`config.mk`:
```
export PLATFORM = sky130hd
export DESIGN_NAME = control_teclado_eventos
export DESIGN_NICKNAME = d
export VERILOG_FILES = /design/src/rtl/control_teclado_eventos.sv
export SDC_FILE = /design/constraint.sdc
export NUM_CORES = 1
export LEC_CHECK = 0
export CAP_MARGIN = 25
export CORE_MARGIN = 10
export CORE_UTILIZATION = 59
export DETAILED_ROUTE_END_ITERATION = 10
export GPL_TIMING_DRIVEN = 0
export PLACE_DENSITY_LB_ADDON = 0.3
export SYNTH_ARGS = -nofsm -noshare
export SYNTH_HDL_FRONTEND = slang
export SYNTH_SLANG_ARGS = --single-unit
```
`constraint.sdc`:
```
create_clock -name clk -period 3.1 [get_ports clk]
set_input_delay 0.93 -clock clk [delete_from_list [all_inputs] [get_ports clk]]
set_output_delay 0.93 -clock clk [all_outputs]
set_load 0.03 [all_outputs]
```
`src/rtl/control_teclado_eventos.sv`:
```
// Keyboard event controller: synchronises and debounces four push-buttons, queues
// press codes in a 4-entry FIFO and exposes them through the processor I/O port.
module control_teclado_eventos #(
   parameter int         DEBOUNCE_CYCLES = 500000,
   parameter int         CNT_W           = 19,
   parameter logic [7:0] PORT_DATA       = 8'h03,
   parameter logic [7:0] PORT_STATUS     = 8'h04,
   parameter logic [7:0] PORT_CTRL       = 8'h05
) (
   input  logic       clk,
   input  logic       reset,
   input  logic       aumenta,
   input  logic       disminuye,
   input  logic       siguiente,
   input  logic       anterior,
   input  logic [7:0] Port_ID,
   input  logic       read_strobe,
   input  logic       write_strobe,
   input  logic [7:0] Out_Port,
   output logic [7:0] In_Port,
   output logic       interrupt,
   input  logic       interrupt_ack
);

   typedef logic [CNT_W-1:0] cnt_t;

   // Index 0 is the highest-priority button.
   logic [3:0] btn_raw;
   logic [3:0] sync1, sync2, level;
   logic [3:0] accept, press;
   cnt_t       cnt [4];

   assign btn_raw = {anterior, siguiente, disminuye, aumenta};

   // A press is flagged in the cycle the debounced level is about to rise, so the
   // pending bit is set on the same edge that updates the level.
   always_comb begin
      for (int i = 0; i < 4; i++) begin
         accept[i] = (sync2[i] != level[i]) && (cnt[i] == cnt_t'(DEBOUNCE_CYCLES - 1));
         press[i]  = accept[i] && sync2[i];
      end
   end

   // NOTE: every register here is updated with <=, so all reads see pre-edge values.
   always_ff @(posedge clk or negedge reset) begin
      if (!reset) begin
         sync1 <= '0;
         sync2 <= '0;
         level <= '0;
         for (int i = 0; i < 4; i++) cnt[i] <= '0;
      end else begin
         sync1 <= btn_raw;
         sync2 <= sync1;
         for (int i = 0; i < 4; i++) begin
            if (sync2[i] == level[i]) begin
               cnt[i] <= '0;
            end else if (accept[i]) begin
               cnt[i]   <= '0;
               level[i] <= sync2[i];
            end else begin
               cnt[i] <= cnt[i] + cnt_t'(1);
            end
         end
      end
   end

   logic [7:0] mem [4];
   logic [1:0] wr_ptr, rd_ptr;
   logic [2:0] count;
   logic [3:0] pending, grant;
   logic [7:0] push_code, rd_mux;
   logic       full, empty, pop, push, ctrl_wr, flush, merge;
   logic       int_en, overflow;
   logic       ctrl_unused;

   assign full        = (count == 3'd4);
   assign empty       = (count == 3'd0);
   assign pop         = read_strobe && (Port_ID == PORT_DATA) && !empty;
   assign ctrl_wr     = write_strobe && (Port_ID == PORT_CTRL);
   assign flush       = ctrl_wr && Out_Port[0];
   assign merge       = |(press & pending);
   assign push        = (|pending) && !flush && (!full || pop);
   assign ctrl_unused = ^Out_Port[7:3];

   // NOTE: defaults first so every path assigns every output and no latch is inferred.
   always_comb begin
      grant     = 4'b0000;
      push_code = 8'h00;
      if (pending[0]) begin
         grant     = 4'b0001;
         push_code = 8'h04;
      end else if (pending[1]) begin
         grant     = 4'b0010;
         push_code = 8'h05;
      end else if (pending[2]) begin
         grant     = 4'b0100;
         push_code = 8'h06;
      end else if (pending[3]) begin
         grant     = 4'b1000;
         push_code = 8'h07;
      end
   end

   always_comb begin
      rd_mux = 8'h00;
      if (Port_ID == PORT_DATA) begin
         rd_mux = empty ? 8'h00 : mem[rd_ptr];
      end else if (Port_ID == PORT_STATUS) begin
         rd_mux = {overflow, full, 3'b000, count};
      end
   end

   // NOTE: the FIFO storage has no reset; an empty FIFO never exposes its contents.
   always_ff @(posedge clk) begin
      if (push) mem[wr_ptr] <= push_code;
   end

   always_ff @(posedge clk or negedge reset) begin
      if (!reset) begin
         wr_ptr    <= '0;
         rd_ptr    <= '0;
         count     <= '0;
         pending   <= '0;
         overflow  <= 1'b0;
         int_en    <= 1'b1;
         interrupt <= 1'b0;
         In_Port   <= 8'h00;
      end else begin
         In_Port <= rd_mux;

         if (flush) begin
            wr_ptr <= '0;
            rd_ptr <= '0;
            count  <= '0;
         end else begin
            if (push) wr_ptr <= wr_ptr + 2'd1;
            if (pop)  rd_ptr <= rd_ptr + 2'd1;
            case ({push, pop})
               2'b10:   count <= count + 3'd1;
               2'b01:   count <= count - 3'd1;
               default: count <= count;
            endcase
         end

         // A press landing on an already-pending button is merged into that event.
         if (flush) pending <= '0;
         else       pending <= (pending | press) & ~(push ? grant : 4'b0000);

         if (merge)                       overflow <= 1'b1;
         else if (ctrl_wr && Out_Port[1]) overflow <= 1'b0;

         if (ctrl_wr) int_en <= Out_Port[2];

         if (interrupt_ack || (ctrl_wr && !Out_Port[2])) interrupt <= 1'b0;
         else if (push && int_en)                        interrupt <= 1'b1;
      end
   end

endmodule

```
==> out/metrics.csv <==
metric;value;unit
outcome;finished clean;
worst-margin pin slew;0.852;ns
max_slew headroom;42.7;%
drt via density;5.39;
final count of hold timing violations;0;
VDD IR max;0.679;mV
total CTS buffers;17;
critical path buffer and inverter count;1;
CTS tree;done;
register area share after synthesis;54.0;%
RSZ-0062 raised after global routing;false;
hold buffers post-CTS;0;
Final Setup Violations;0;
DIE HEIGHT;118;µm
Post-Layout Cell Count;714;
arrival time worst endpoint;3.27;ns
buffer count from post-CTS setup fixing;0;
CTS Buffer Depth;2;
worst path required time;3.48;ns
DIE AREA;13800;µm²
post-synthesis async set-or-reset flop share;89.9;%
layout net count;608;
DRT antenna net count;0;
area of the multi-input gates;2440;µm²
gr ovfl total;0;
ys flop type;dfrtp_1;
Setup crit start kind;input pin;
vias in the first global route;4081;
Final Core Density;71.7;%
min-delay src;sync1[1];
initial core utilization;60.6;%
Storage cell area;3040;µm²
length of the first detailed-routing pass in iterations;4;
GPL Wtd Cong;0.883;
Clock Sinks;119;
DR vias;3847;
crit path from;Port_ID[7];
CTS resizes;0;
largest net degree at the start of global routing;60;
P&R area growth vs syn;18.4;%
cell family with most CP delay;simple AND/OR/NAND/NOR gates;
WL/cell;14.7;µm
Worst Path Max Fanout;4;
synth unique cells;55;
count of buffers from port buffering;25;
H-tree depth;4;
area of the core;9280;µm²
Max Slew Vio Count;0;
n_diodes;0;
CP Class;in -> reg;
Final period util;93.3;%
EDFF count, synth;12;
I/O pin cnt;34;
first-pass GRT wire length;18900;µm
Setup TNS;0;ns
residual DRC count;0;
Post-Synthesis Cell Area;5630;µm²
Critical Path Max Stage Delay;0.58;ns
Layout fillers;638;
Root Buffer;clkbuf_8;
Worst-Skew Late Latency;0.51;ns
hpwl dp;7160;µm
Worst-path clk slew;0.06;ns
Min Hold Slack;0.347;ns
num rows;35;
cell count after synthesis;527;
Tot GR Track Use;16.1;%
max cap viols;0;
Final min period;2.89;ns
max frequency;0.346;GHz
initial antenna violation count;0;
Setup crit end kind;flop;
layout cells sized above 1;10.4;%
crit path cell chain;clkdlybuf4s50_1, or4_4, nor4_2, o21a_1, fa_1, a22oi_1, nor2_1;
syn avg cell area;10.7;µm²
Inst Count DP;684;
CP max-delay cell;or4_4;
Die Wd;118;µm
Synth warnings;0;
DRT iter0 DRCs;220;
total chip power;3.72;mW
flops & latches, synth;119;
r2r startpoint;count[0];
Fin Clk Skew;0.00633;ns
Worst Hold Class;reg -> reg;
final WL;10500;µm
static leakage;2.86;nW
power per cell area;558;nW/µm²
==> sequential cells by signal, indices dropped and copies added, names as in the netlist, 3 cells and up <==
signal	flops
In_Port	5
count	3
cnt	76
sync1	4
mem	12
pending	4
sync2	4
level	4
==> final cells by class <==
cell class / count / area share, %
Tap cell: 129 / 2.42
Sequential cell: 119 / 45.6
Timing Repair Buffer: 26 / 4.13
Inverter: 18 / 1.01
Clock inverter: 7 / 1.37
Buffer: 16 / 1.33
Clock buffer: 23 / 7.48
Multi-Input combinational cell: 376 / 36.6
==> where the power goes <==
| part | switching, mW | internal [mW] | total (mW) | leakage (nW) |
|---|---|---|---|---|
| sequential | 0.0288 | 1.60 | 1.63 | 1.56 |
| clock | 0.650 | 1.26 | 1.91 | 0.291 |
| combinational | 0.0986 | 0.0712 | 0.170 | 1.02 |
==> through the flow <==
step | worst slack, ns | area, µm²
floorplan | 0.390 | 5630
global route | 0.0765 | 6660
finish | 0.208 | 6660
global placement | -2.81 | 6050
CTS | 0.228 | 6660
detailed placement | -0.274 | 6070
==> per-layer routing <==
metal,track usage (%),vias to the layer above,routed length [µm]
li1,-,1898,-
met1,19.1,1889,4730
met2,27.1,50,5380
met3,4.99,10,292
met4,5.72,0,93
met5,0,-,0
==> synth_stat cells (all sizes together), types with 7 or more instances <==
library cell | count | share of area [%]
xor2 | 41 | 6.4
nand2 | 30 | 2.0
inv | 18 | 1.2
nor2 | 96 | 6.4
nor3 | 7 | 0.62
nor4 | 11 | 1.7
nand3 | 26 | 2.3
and4 | 10 | 1.6
edfxtp | 12 | 6.4
buf | 10 | 1.2
nor4b | 7 | 1.1
a21oi | 7 | 0.62
nand4 | 20 | 2.2
and3 | 10 | 1.1
dfrtp | 106 | 47
ha | 8 | 1.8
xnor2 | 33 | 5.1
==> cell families after synthesis <==
| logic type | count (synthesis) | synth area share, % |
|---|---|---|
| muxes | 9 | 2.38 |
| and+or+nand+nor | 255 | 24.0 |
| xor gates and xnor gates | 74 | 11.5 |
| AOI/OAI and AO/OA | 26 | 3.09 |
| DFF | 119 | 54.0 |
| adders and majority gates | 9 | 2.13 |
| other | 1 | 0.0666 |
| buffers and inverters | 34 | 2.78 |
==> layout by cell type (no fill, tap or decap), drive strengths merged, types with 12 or more instances in the layout <==
cell type,synthesis,layout
nand2,30,30
nand4,20,20
xnor2,33,33
xor2,41,41
inv,18,18
clkdlybuf4s50,0,24
nor2,96,96
dfrtp,106,106
buf,10,12
clkbuf,6,29
edfxtp,12,12
nand3,26,26
==> path summary, 6_finish.rpt <==
| kind | to | slack, ns | depth (start not counted) |
|---|---|---|---|
| max | count[1] | 0.21 | 7 |
| min | sync2[1] | 0.35 | 0 |
| max reg2reg | count[2] | 0.55 | 8 |
| min reg2reg | sync2[1] | 0.35 | 0 |
| max in group asynchronous | int_en | 1.90 | 2 |
| min in group asynchronous | cnt[12] | 0.45 | 1 |
==> worst register-to-register path, cell delays in order (launching register included) <==
cell	delay, ns
dfrtp_1	0.47
or3_1	0.43
and4_1	0.20
buf_2	0.17
o21a_1	0.14
fa_1	0.41
nor3b_1	0.30
a211oi_1	0.09
a211oi_1	0.24
Note: power is estimated with default switching activity, not from simulation.
